<file path="config.mk">
export PLATFORM = sky130hd
export DESIGN_NAME = cnn_layer_accel_weight_loader
export DESIGN_NICKNAME = d
export VERILOG_FILES = /design/src/rtl/cnn_layer_accel_weight_loader.sv
export SDC_FILE = /design/constraint.sdc
export NUM_CORES = 1
export LEC_CHECK = 0
export CAP_MARGIN = 0
export CORE_ASPECT_RATIO = 0.75
export CORE_MARGIN = 8
export CORE_UTILIZATION = 45
export DETAILED_ROUTE_END_ITERATION = 10
export GPL_TIMING_DRIVEN = 0
export PLACE_DENSITY = 0.71
export SLEW_MARGIN = 25
export SYNTH_ARGS = -nofsm -noshare
export SYNTH_HDL_FRONTEND = slang
export SYNTH_SLANG_ARGS = --single-unit
</file>
<file path="constraint.sdc">
create_clock -name clk_core -period 4.7 [get_ports clk_core]
set_input_delay 0.94 -clock clk_core [delete_from_list [all_inputs] [get_ports clk_core]]
set_output_delay 0.94 -clock clk_core [all_outputs]
set_load 0.005 [all_outputs]
</file>
<file path="src/rtl/cnn_layer_accel_weight_loader.sv">
// Streams 64-bit FIFO words into a 16-bit weight-table write port, one lane per cycle,
// for (num_kernels+1)*C_KERNEL_SLOTS writes, then pulses load_done.
module cnn_layer_accel_weight_loader #(
    parameter int C_CLG2_MAX_KERNELS = 6,
    parameter int C_KERNEL_SLOTS     = 16
) (
    input  logic                          clk_core,
    input  logic                          rst,
    input  logic                          load_start,
    input  logic [C_CLG2_MAX_KERNELS-1:0] num_kernels,
    input  logic [63:0]                   wht_fifo_dout,
    input  logic                          wht_fifo_empty,
    output logic                          wht_fifo_rden,
    output logic                          config_mode,
    output logic                          wht_config_wren,
    output logic [15:0]                   wht_config_data,
    output logic                          busy,
    output logic                          load_done
);

    localparam int CW = C_CLG2_MAX_KERNELS + 5;  // write counter width
    localparam int PW = C_CLG2_MAX_KERNELS + 3;  // word counter width
    localparam logic [CW-1:0] C_WR_ONE   = CW'(1);
    localparam logic [PW-1:0] C_WORD_ONE = PW'(1);
    localparam logic [CW-1:0] C_SLOTS    = CW'(C_KERNEL_SLOTS);

    typedef enum logic [1:0] {
        S_IDLE,
        S_LOAD,
        S_DONE
    } state_t;

    state_t                  r_state;
    logic [CW-1:0]           r_total_writes;
    logic [PW-1:0]           r_total_words;
    logic [CW-1:0]           r_wr_cnt;
    logic [PW-1:0]           r_pop_cnt;
    logic [63:0]             r_buf;
    logic                    r_buf_valid;
    logic [1:0]              r_lane;
    logic                    r_config_mode;
    logic                    r_wren;
    logic [15:0]             r_data;
    logic                    r_load_done;

    logic [C_CLG2_MAX_KERNELS:0] w_kernels;
    logic [CW-1:0]           w_total_writes;
    logic [CW-1:0]           w_wr_cnt_nxt;
    logic                    w_issue;
    logic                    w_words_left;
    logic                    w_pop;
    logic                    w_last;
    logic [15:0]             w_lane_data;

    // NOTE: every signal assigned in always_comb gets a default first, so no latch can be inferred.
    always_comb begin
        w_kernels      = {1'b0, num_kernels} + {{C_CLG2_MAX_KERNELS{1'b0}}, 1'b1};
        w_total_writes = CW'(w_kernels) * C_SLOTS;
        w_issue        = (r_state == S_LOAD) && r_buf_valid;
        w_words_left   = (r_pop_cnt != r_total_words);
        // Refill when the buffer is empty or its last lane drains this cycle; reset blocks a pop
        // so an aborted load never consumes a word it will throw away.
        w_pop          = !rst && (r_state == S_LOAD) && !wht_fifo_empty && w_words_left &&
                         (!r_buf_valid || (w_issue && (r_lane == 2'd3)));
        w_wr_cnt_nxt   = r_wr_cnt + C_WR_ONE;
        w_last         = w_issue && (w_wr_cnt_nxt == r_total_writes);
        w_lane_data    = r_buf[16*r_lane +: 16];
    end

    // NOTE: sequential state uses non-blocking assignments so every register samples pre-edge values.
    always_ff @(posedge clk_core) begin
        if (rst) begin
            r_state        <= S_IDLE;
            r_total_writes <= '0;
            r_total_words  <= '0;
            r_wr_cnt       <= '0;
            r_pop_cnt      <= '0;
            r_buf_valid    <= 1'b0;
            r_lane         <= 2'd0;
            r_config_mode  <= 1'b0;
            r_wren         <= 1'b0;
            r_data         <= 16'd0;
            r_load_done    <= 1'b0;
        end else begin
            r_wren      <= w_issue;
            r_load_done <= 1'b0;
            if (w_issue) begin
                r_data <= w_lane_data;
            end
            case (r_state)
                S_IDLE: begin
                    if (load_start) begin
                        r_state        <= S_LOAD;
                        r_config_mode  <= 1'b1;
                        r_total_writes <= w_total_writes;
                        r_total_words  <= w_total_writes[CW-1:2];
                        r_wr_cnt       <= '0;
                        r_pop_cnt      <= '0;
                        r_lane         <= 2'd0;
                        r_buf_valid    <= 1'b0;
                    end
                end
                S_LOAD: begin
                    if (w_pop) begin
                        r_pop_cnt <= r_pop_cnt + C_WORD_ONE;
                    end
                    if (w_issue) begin
                        r_wr_cnt <= w_wr_cnt_nxt;
                        r_lane   <= r_lane + 2'd1;
                        if (r_lane == 2'd3) begin
                            r_buf_valid <= w_pop;
                        end
                    end else if (w_pop) begin
                        r_buf_valid <= 1'b1;
                    end
                    if (w_last) begin
                        r_state       <= S_DONE;
                        r_config_mode <= 1'b0;
                        r_load_done   <= 1'b1;
                    end
                end
                S_DONE: begin
                    r_state <= S_IDLE;
                end
                default: begin
                    r_state <= S_IDLE;
                end
            endcase
        end
    end

    // NOTE: the word buffer is datapath only and is not reset; r_buf_valid alone decides whether it is used.
    always_ff @(posedge clk_core) begin
        if (w_pop) begin
            r_buf <= wht_fifo_dout;
        end
    end

    assign wht_fifo_rden   = w_pop;
    assign config_mode     = r_config_mode;
    assign wht_config_wren = r_wren;
    assign wht_config_data = r_data;
    assign busy            = (r_state != S_IDLE);
    assign load_done       = r_load_done;

endmodule

</file>
# Yosys cells after proc, flatten, opt, wreduce, memory -nomap -nowiden
# Index checks and enable logic that the tools add are counted.
# classes
addsub	4
eq_ne	10
n_shift	1
muxes	21
n_bitwise	1
n_reduce_logical	21
# ops
cell	count
64-bit by 7-bit indexed part select with 16-bit output	1
11-bit two-way mux	2
11-bit one-hot mux with 2 select lines	1
9-bit two-way mux	2
9-bit one-hot mux with 2 select lines	1
11-bit by 1-bit adder with 11-bit output, second input constant	1
11-bit equality test	1
9-bit by 1-bit adder with 9-bit output, second input constant	1
9-bit inequality test	1
3-bit AND reduction	3
2-bit two-way mux	4
2-bit inequality test, second input constant	4
2-bit one-hot mux with 2 select lines	2
6-bit by 1-bit adder with 7-bit output, second input constant	1
1-bit logical AND	7
1-bit two-way mux	7
1-bit one-hot mux with 2 select lines	2
2-bit AND reduction	2
4-bit AND reduction	1
2-bit nonzero test	2
1-bit zero test	3
3-bit by 2-bit inequality test with 1-bit output, second input constant	1
3-bit inequality test, second input constant	1
2-bit by 1-bit adder with 2-bit output, second input constant	1
6 further kinds	6
# word_totals
reg_bits	115
output_inout_bits	21
word_cells	69

# Logic depth before layout (Yosys ltp)
# logic_depth
word_depth	8
depth_mapped	7
ltp_nobuf	6

# Worst setup path after synthesis
# OpenSTA, ideal clock, no wires.
# synth_timing
kind	input to output
startpoint	input port rst
endpoint	output port wht_fifo_rden
t_arrival_ps	3083
t_required_ps	3760
setup_slack_ps	677
stages	5
path_cell_list	buf_2 -> a2111oi_2 -> o21ai_1 -> buf_2 -> inv_1
# synth_between
elab_chain_cells	5
# synth_lines
element	line_no	source
start: declaration	8	input logic rst,
1-bit zero test	63	w_pop = !rst && (r_state == S_LOAD) && !wht_fifo_empty && w_words_left &&
1-bit logical AND (4 in series)	63	
end: declaration	13	output logic wht_fifo_rden,
# No other way between the ends.

# Final worst setup path
# layout_timing
startpoint	input port wht_fifo_empty
endpoint	output port wht_fifo_rden
# layout_between
elab_chain_cells	4
# layout_lines
element	line_no	source
start: declaration	12	input logic wht_fifo_empty,
1-bit zero test	63	
1-bit logical AND (3 in series)	63	
# No other way between the ends.

==> impl_metrics.ini <==
[routing]
avgViaCountPerCell = 5.31
drc_errors = 0
drtIter0Drc = 231
wirelength_um = 11400
vias = 3529
antenna_left = 0
drtPass1Iterations = 4
wl_per_cell_um = 17.2

[place]
port_buffers = 93
placed_area_um2 = 6050
gp_congestion = 0.845
pre_cts_slack_ns = 0.495
placed_cells = 633
dp_hpwl_um = 8330

[yosys]
syn_avg_cell_area_um2 = 12.3
synth-main-ff-cell = edfxtp_1
async_flop_share_pct = 0
synth_most_common_cell = edfxtp_1
syn_area_um2 = 4910
ys_seq_area_share_pct = 59.9
ys_ff_latch = 115
postSynthCellCount = 399
synth-edff-count = 64
synthDistinctLibCells = 51
syn_nets = 479
synth_top_cell_by_area = edfxtp_1
synthTopCellsByArea = edfxtp_1 (39%), dfxtp_1 (21%), mux4_2 (7.3%), nand2_1 (4.0%), a21oi_1 (3.8%)
synthTopCellsByCount = edfxtp_1 (64), nand2_1 (52), dfxtp_1 (51)
ys_warn_count = 0
synth_top_area_share_pct = 39.1

[timing]
max_freq_mhz = 237
maxSlewHeadroom_pct = 43.8
post-route-min-period_ns = 4.23
rsz0062_at_grt = false
min_period_over_period_pct = 89.9
fin_ws_ns = 0.475
slew_viol_final = 0
tightestPinTransition_ns = 0.841
finalSetupViolations = 0
clock_skew_ns = 0.00556
hold_violations = 0

[status]
status = finished clean

[setup_path]
worstSetupPathType = input pin to primary output
crit_required_ns = 3.76
reg2reg_depth = 7
cp.arrival_ns = 3.29
crit_fanout = 62
cp-start-kind = input pin
end_kind = primary output

[floorplanning]
ioPinCount = 95
coreArea_um2 = 10800
die_area_um2 = 14500
rows = 33
die_x_um = 137
initial_core_util_pct = 45.6
die_h_um = 106

[power]
switching_share_pct = 21.7
comb_power_share_pct = 5.8
power_switching_mw = 0.542
clkPwrFrac_pct = 50.2
ir_drop_v = 0.000283
p_leak_nw = 2.27
power_density_nw_per_um2 = 377
power_frac_seq_pct = 44.1
p_int_mw = 1.96

[cts]
cts_made_buffers = 17
cts_num_sinks = 115
clock_latency_ns = 0.42
cts_setup_buffers = 0
htree_levels = 4
clk_path_buf_depth = 2
cts_resized = 0
clkTransAtPathRegs_ns = 0.05
cts_tree = built
holdBufCountCts = 0
clock_tree.root_cell = clkbuf_16

[min_path]
whs_path_depth = 2
hold_class = flip-flop to flip-flop

[run]
cap_viol_max_count = 0

[grt]
grt_usage_pct = 16.6
antenna_found_initial = 0
grt-ovfl-total = 0
grt_pass1_vias = 3699
grt_max_degree = 63
grt_pass1_wl_um = 18600

[final_layout]
nets = 592
area.growth.synth_to_final_pct = 35.0
final_area_um2 = 6630
antenna_cells = 0
instances_no_fill = 665
drive_gt1_share_pct = 12.0
==> sequential cells by signal, summed over array words and instances, names as in the netlist <==
register,count
r_buf_valid,1
r_lane,2
r_wr_cnt,11
wht_config_wren,1
wht_config_data,16
load_done,1
config_mode,1
r_total_writes,7
r_buf,64
r_pop_cnt,9
r_state,2
==> metal layers <==
layer | track usage (%) | share of wire, %
met5 | 0 | 0
met4 | 4.77 | 1.4
met3 | 8.77 | 8.7
met2 | 24.9 | 46
met1 | 20.3 | 44
==> placed cells by master, fill, tap and decap left out, drive strengths merged, types with 5 or more instances in the layout <==
cell           count
a211oi             7
a21oi             37
and3               9
buf               11
clkbuf            29
clkdlybuf4s50     93
clkinv             6
dfxtp             51
edfxtp            64
ha                 6
inv               13
mux4              16
nand2             53
nand3              8
nand4              5
nor2              24
o21ai             12
xnor2             12
xor2               7
==> worst paths after layout <==
| path | to | start | slack, ns |
|---|---|---|---|
| max | wht_fifo_rden | wht_fifo_empty | 0.47 |
| min | wht_config_data[13] | wht_config_data[13] | 0.46 |
| max reg2reg | config_mode | r_wr_cnt[1] | 2.34 |
| min reg2reg | wht_config_data[13] | wht_config_data[13] | 0.46 |
==> cell type report <==
| class | instances | area, um^2 |
|---|---|---|
| fillers | 864 | 4150 |
| flip-flops and latches | 115 | 2940 |
| multi-input cells | 253 | 1840 |
| repair buffers | 94 | 958 |
| clock buffers | 18 | 429 |
| well taps | 140 | 175 |
| clock inverters | 14 | 154 |
| plain buffers | 21 | 95.1 |
| inverters | 10 | 40.0 |
==> logic make-up after synthesis <==
family	count (synthesis)	synth area share [%]
AND/OR/NAND/NOR	127	12.8
flip-flops	115	59.9
AO/OA/AOI/OAI	79	10.6
buffers and inverters	31	2.70
XOR/XNOR	21	4.31
multiplexers	20	8.15
adder cells (fa/ha/maj)	6	1.53
==> power groups by stage <==
| stage | registers (mW) | clock network (mW) | logic [mW] |
|---|---|---|---|
| floorplan | 1.12 | 0 | 0.0570 |
| global placement | 1.12 | 0 | 0.139 |
| detailed placement | 1.12 | 0 | 0.144 |
| CTS | 1.10 | 1.27 | 0.146 |
| global route | 1.10 | 1.32 | 0.156 |
| finish | 1.10 | 1.25 | 0.144 |
==> worst max-delay path, cell delays in order <==
cell             delay (ns)
clkdlybuf4s50_1        0.43
a2111oi_2              0.35
o21ai_1                0.28
buf_2                  0.28
inv_4                  0.12
buf_16                 0.27
clkdlybuf4s50_1        0.58
==> stage by stage <==
stage	setup TNS, ns	hold WS [ns]	power, mW	util, %
floorplan	0	0.453	1.17	-
global placement	-1.02	0.442	1.26	55.8
detailed placement	0	0.452	1.27	56.1
CTS	0	0.465	2.52	61.5
global route	0	0.481	2.58	61.5
finish	0	0.463	2.50	61.5
No activity file was read; power rests on OpenSTA's default activity.
